`config.mk`:
```
export PLATFORM = sky130hd
export DESIGN_NAME = sj_array_method_responder
export DESIGN_NICKNAME = d
export VERILOG_FILES = /design/src/rtl/sj_array_method_responder_pkg.sv /design/src/rtl/sj_array_method_responder_req_edge.sv /design/src/rtl/sj_array_method_responder.sv
export SDC_FILE = /design/constraint.sdc
export NUM_CORES = 2
export LEC_CHECK = 0
export ABC_AREA = 1
export BUFFER_PORTS_ARGS = -buffer_cell sky130_fd_sc_hd__buf_2
export CELL_PAD_IN_SITES_DETAIL_PLACEMENT = 0
export CELL_PAD_IN_SITES_GLOBAL_PLACEMENT = 1
export CORE_UTILIZATION = 45
export DETAILED_ROUTE_END_ITERATION = 7
export GPL_TIMING_DRIVEN = 0
export PLACE_DENSITY = 0.84
export SLEW_MARGIN = 30
export SYNTH_ARGS = -nofsm -noshare
export SYNTH_HDL_FRONTEND = slang
export SYNTH_SLANG_ARGS = --single-unit
```
`constraint.sdc`:
```
create_clock -name clk -period 68.5 [get_ports clk]
set_input_delay 10.275 -clock clk [delete_from_list [all_inputs] [get_ports clk]]
set_output_delay 10.275 -clock clk [all_outputs]
set_load 0.02 [all_outputs]
```
`src/rtl/sj_array_method_responder_pkg.sv`:
```
// sj_array_method_responder_pkg: FSM states, method ids and dispatch priority for the array responder
package sj_array_method_responder_pkg;
  typedef enum logic [2:0] {S_IDLE, S_CLEAR, S_SET, S_GET_RD, S_GET_WB, S_SUM_RUN, S_SUM_WB} state_t;
  localparam int M_CLEAR = 0;
  localparam int M_SET = 1;
  localparam int M_GET = 2;
  localparam int M_SUM = 3;
  localparam int N_METHODS = 4;
  function automatic logic [N_METHODS-1:0] pick(input logic [N_METHODS-1:0] v);
    return v & (~v + N_METHODS'(1));
  endfunction
endpackage

```
`src/rtl/sj_array_method_responder_req_edge.sv`:
```
// sj_array_method_responder_req_edge: req rise detect, pending flag with latched args, busy term
module sj_array_method_responder_req_edge #(
  parameter int W = 1
) (
  input  logic         clk,
  input  logic         reset,
  input  logic         req,
  input  logic         take,
  input  logic         exec,
  input  logic [W-1:0] arg_in,
  output logic [W-1:0] arg_out,
  output logic         valid,
  output logic         busy
);
  logic req_d, primed, pending, rise;
  logic [W-1:0] lat;
  // primed stays low for the first cycle after reset so a req held through reset is not seen as an edge
  assign rise = req & ~req_d & primed;
  assign valid = rise | pending;
  assign arg_out = rise ? arg_in : lat;
  assign busy = valid | exec;
  // req history, pending flag and latched arguments; a newer edge overwrites the latch
  always_ff @(posedge clk or posedge reset) begin
    if (reset) begin
      req_d <= 1'b0;
      primed <= 1'b0;
      pending <= 1'b0;
      lat <= '0;
    end else begin
      req_d <= req;
      primed <= 1'b1;
      pending <= valid & ~take;
      lat <= rise ? arg_in : lat;
    end
  end
endmodule

```
`src/rtl/sj_array_method_responder.sv`:
```
// sj_array_method_responder: req/busy/return callee owning an int array with clear/set/get/sum methods
module sj_array_method_responder
  import sj_array_method_responder_pkg::*;
#(
  parameter int DATA_W = 32,
  parameter int ADDR_W = 4
) (
  input  logic              clk,
  input  logic              reset,
  input  logic              clear_req,
  output logic              clear_busy,
  input  logic              set_req,
  input  logic [31:0]       set_i,
  input  logic [DATA_W-1:0] set_v,
  output logic              set_busy,
  input  logic              get_req,
  input  logic [31:0]       get_i,
  output logic [DATA_W-1:0] get_return,
  output logic              get_busy,
  input  logic              sum_req,
  input  logic [31:0]       sum_n,
  output logic [DATA_W-1:0] sum_return,
  output logic              sum_busy
);
  localparam int DEPTH = 2 ** ADDR_W;
  localparam int AW = 32 + DATA_W;
  localparam logic [ADDR_W:0] FULL = {1'b1, {ADDR_W{1'b0}}};
  state_t state, state_nx;
  logic [N_METHODS-1:0] req, valid, take, exec, busy;
  logic [AW-1:0] arg_in [N_METHODS];
  logic [AW-1:0] arg_out [N_METHODS];
  logic [AW-1:0] sel;
  logic [31:0] sel_i, idx;
  logic [DATA_W-1:0] val, rd_data, acc;
  logic [DATA_W-1:0] mem [DEPTH];
  logic [ADDR_W:0] cnt, lim;
  logic [ADDR_W-1:0] rd_addr;
  logic idx_ok;
  assign req = {sum_req, get_req, set_req, clear_req};
  assign {sum_busy, get_busy, set_busy, clear_busy} = busy;
  assign arg_in[M_CLEAR] = '0;
  assign arg_in[M_SET] = {set_i, set_v};
  assign arg_in[M_GET] = {get_i, {DATA_W{1'b0}}};
  assign arg_in[M_SUM] = {sum_n, {DATA_W{1'b0}}};
  assign exec = {state == S_SUM_RUN || state == S_SUM_WB, state == S_GET_RD || state == S_GET_WB,
                 state == S_SET, state == S_CLEAR};
  assign take = (state == S_IDLE) ? pick(valid) : '0;
  assign sel = take[M_SET] ? arg_out[M_SET] : take[M_GET] ? arg_out[M_GET] :
               take[M_SUM] ? arg_out[M_SUM] : arg_out[M_CLEAR];
  assign sel_i = sel[AW-1:DATA_W];
  assign idx_ok = ~|idx[31:ADDR_W];
  assign rd_addr = (state == S_SUM_RUN) ? cnt[ADDR_W-1:0] : idx[ADDR_W-1:0];
  for (genvar g = 0; g < N_METHODS; g++) begin : g_edge
    sj_array_method_responder_req_edge #(.W(AW)) u_edge (
      .clk(clk), .reset(reset), .req(req[g]), .take(take[g]), .exec(exec[g]),
      .arg_in(arg_in[g]), .arg_out(arg_out[g]), .valid(valid[g]), .busy(busy[g])
    );
  end
  // state register
  always_ff @(posedge clk or posedge reset) begin
    if (reset) state <= S_IDLE;
    else state <= state_nx;
  end
  // next state: dispatch from idle by priority, sweep counters bound clear and sum
  always_comb begin
    state_nx = state;
    case (state)
      S_IDLE:    state_nx = take[M_CLEAR] ? S_CLEAR : take[M_SET] ? S_SET :
                            take[M_GET] ? S_GET_RD : take[M_SUM] ? S_SUM_RUN : S_IDLE;
      S_CLEAR:   state_nx = (cnt == FULL) ? S_IDLE : S_CLEAR;
      S_SET:     state_nx = S_IDLE;
      S_GET_RD:  state_nx = S_GET_WB;
      S_GET_WB:  state_nx = S_IDLE;
      S_SUM_RUN: state_nx = (cnt == lim) ? S_SUM_WB : S_SUM_RUN;
      S_SUM_WB:  state_nx = S_IDLE;
      default:   state_nx = S_IDLE;
    endcase
  end
  // array storage; clear sweeps one entry per cycle, out-of-range set writes nothing
  always_ff @(posedge clk or posedge reset) begin
    if (reset) begin
      for (int k = 0; k < DEPTH; k++) mem[k] <= '0;
      rd_data <= '0;
    end else begin
      rd_data <= mem[rd_addr];
      if (state == S_CLEAR && !cnt[ADDR_W]) mem[cnt[ADDR_W-1:0]] <= '0;
      if (state == S_SET && idx_ok) mem[idx[ADDR_W-1:0]] <= val;
    end
  end
  // argument capture on dispatch, sweep counter, accumulator one read behind the address, returns
  always_ff @(posedge clk or posedge reset) begin
    if (reset) begin
      idx <= '0;
      val <= '0;
      cnt <= '0;
      lim <= '0;
      acc <= '0;
      get_return <= '0;
      sum_return <= '0;
    end else begin
      if (|take) begin
        idx <= sel_i;
        val <= sel[DATA_W-1:0];
        cnt <= '0;
        acc <= '0;
        lim <= |sel_i[31:ADDR_W] ? FULL : {1'b0, sel_i[ADDR_W-1:0]};
      end
      if (state == S_CLEAR || state == S_SUM_RUN) cnt <= cnt + (ADDR_W+1)'(1);
      if (state == S_SUM_RUN && cnt != '0) acc <= acc + rd_data;
      if (state == S_GET_WB) get_return <= idx_ok ? rd_data : '0;
      if (state == S_SUM_WB) sum_return <= acc;
    end
  end
endmodule

```
==> impl_metrics.ini <==
[worst_setup_path]
cp_data_required_time_ps = 58230
arrival_ps = 12550
cp_max_fo = 10
r2r-end = rd_data[27]$_DFF_PP0_
timing.rr.start = state[0]$_DFF_PP0_
crit_top_cell = buf_2
reg2regPathDepth = 12
slowest_delay_ps = 740
reg2reg_slack_ps = 64580
critPathKind = in2out
slowest_stage = buf_1
start_kind = input port
critPathCaptureType = output port
path_cells = buf_2 > nand3_2 > clkbuf_1 > buf_2 > buf_2 > buf_1 > nand3_1 > buf_2

[synth]
synth_edf_count = 0
synth_fp_nets = 5441
yosysMostFrequentCell = dfrtp_1
seq_area_frac_synth_pct = 53.9
ys_ff_latch = 982
yosysUniqueCellTypes = 52
syn_avg_cell_area_um2 = 8.66
synthTopCellsByCount = 982 x dfrtp_1, 972 x o21ai_0, 859 x nand2_1
synthesis.area_mm2 = 0.0456
yosys-top-cells-area = dfrtp_1 54%, o21ai_0 11%, nand2_1 7.1%
synth_flop_cell = dfrtp_1
synth_warnings = 0
netlist_instances = 5271
yosysTopAreaCellShare_pct = 53.9
synth_largest_area_cell = dfrtp_1
synthArstFlopShare_pct = 100

[global_route]
grt_pass1_vias = 37611
grt_max_degree = 94
overflow = 0
grtUsageTotal_pct = 28.3
antenna_found_initial = 3
grt_pass1_wl_mm = 223

[route]
antenna_left = 0
via_per_inst = 5.45
dr.pass1.iters = 8
drt_iter0_drc = 3733
vias = 38375
drc = 0
detail_route.wl_per_cell_um = 20.6
routed_wl_mm = 145

[power_and_ir_drop]
peakVddDrop_uv = 23.3
p_leak_nw = 24.8
power_density_mw_per_mm2 = 35.5

[clock_tree]
root_buffer = clkbuf_16
clk_pin_slew_worst_paths_ps = 60
insertion_delay_ps = 710
postCtsSetupBuffers = 0
cts-resized-gates = 0
clk_path_buf_depth = 3
cts_sinks = 982
cts_tree = built
cts_hold_buf = 0
numCtsBuffers = 104
cts_max_level = 3

[finish]
syn_to_final_growth_pct = 14.9
nFillCells = 9580
finish.utilization_pct = 52.3
nNetsFinal = 5761
drive_above_1_share_pct = 10.4

[hold_path]
worstHoldStart = g_edge[0].u_edge.lat[25]$_DFF_PP0_
hp-class = reg2reg
hold_end = g_edge[0].u_edge.lat[25]$_DFF_PP0_
min_path_cells = 2

[timing]
tns_ps = 0
clock-skew-final_ps = 26.3
min_period_ps = 22830
grt_setup_unrepaired = false
finalSetupViolations = 0
slew_violations = 0
hold_viol = 0
timing.fmax_ghz = 0.0438
fin_crit_sh_pct = 33.3
worst_pin_slew_ps = 1100
slew_headroom_pct = 26.9

[floorplanning]
dieHeight_um = 320
die_area_mm2 = 0.103
io_pins = 202
core_mm2 = 0.100
fp-row-count = 116
die_w_um = 320
start_util_pct = 45.5

[run_status]
outcome = complete, no violations

[flow_run]
max_cap_violations = 0

[placed_design]
globalplace.congestion = 0.927
io_buffers = 201
hpwl_mm = 111
==> cell type report <==
type                            count  area (um2)  area share (%)
Tap cell                         1357        1700            3.24
Clock inverter                     62         835            1.59
Clock buffer                      132        2920            5.57
Inverter                          489        1840            3.52
Multi-Input combinational cell   3400       17600            33.5
Buffer                            400        1650            3.14
Sequential cell                   982       24600            46.9
Timing Repair Buffer              214        1330            2.53
Antenna cell                        2        5.00         0.00954
==> critical path, delay by kind of cell <==
family        cells  cell delay, ps
buf+inv           6            1990
simple gates      2             260
==> metal layers <==
metal / GRT usage (%) / routed length (um)
met4: 9.60 / 5000
met3: 3.98 / 8640
met2: 44.8 / 66100
met1: 39.9 / 65500
met5: 0 / 45
==> where the power goes <==
part / leakage [nW] / internal, mW / total, mW / switching [mW]
clock: 1.85 / 0.367 / 0.617 / 0.250
sequential: 13.3 / 0.626 / 0.653 / 0.0273
combinational: 9.61 / 0.152 / 0.591 / 0.439
total: 24.8 / 1.14 / 1.86 / 0.716
==> flip-flops by register name, summed over array words and instances (netlist names) <==
name	flops
state	3
g_edge.u_edge.primed	1
get_return	32
g_edge.u_edge.req_d	4
mem	512
idx	32
cnt	5
g_edge.u_edge.pending	4
lim	5
rd_data	32
val	32
acc	32
g_edge.u_edge.lat	256
sum_return	32
==> stage by stage <==
| stage | std cells | instance area (um2) | power, mW | hold slack (ps) | setup WS, ps |
|---|---|---|---|---|---|
| floorplan | 5271 | 45600 | 1.01 | 431 | 30600 |
| global placement | 6829 | 48300 | 1.24 | 443 | 20180 |
| detailed placement | 6842 | 48700 | 1.24 | 447 | 45680 |
| CTS | 7036 | 52400 | 1.86 | 463 | 45670 |
| global route | 7037 | 52400 | 1.94 | 472 | 45550 |
| finish | 7038 | 52400 | 1.86 | 458 | 45670 |
==> logic make-up after synthesis <==
group	share of synthesized area [%]
AOI/OAI and AO/OA	17.2
xor gates and xnor gates	0.288
adders and majority gates	1.00
buffers and inverters	7.64
DFF	53.9
muxes	0.886
other	0.00822
and+or+nand+nor	19.1
==> worst max path at each step <==
stage	from	slack [ps]	endpoint
after global routing	clear_req	45550	clear_busy
after floorplan	reset	30600	acc[0]$_DFFE_PP0P_
after CTS	clear_req	45670	clear_busy
after global placement	reset	20180	mem[283]$_DFF_PP0_
after detailed placement	clear_req	45680	clear_busy
final	clear_req	45670	clear_busy
==> layout by cell type (no fill, tap or decap), drive strengths merged, types with 9 or more instances in the layout <==
| cell type | n |
|---|---|
| o21ai | 1041 |
| dfrtp | 982 |
| nand2 | 865 |
| inv | 490 |
| clkbuf | 429 |
| nor2 | 413 |
| buf | 317 |
| nand3 | 251 |
| nand3b | 223 |
| a21oi | 160 |
| o221ai | 103 |
| o22ai | 72 |
| or2 | 53 |
| nand4 | 51 |
| mux2i | 37 |
| clkinv | 37 |
| ha | 35 |
| o211ai | 32 |
| bufinv | 17 |
| nor4 | 10 |
| xor2 | 9 |
Power figures use the tool's default switching activity.
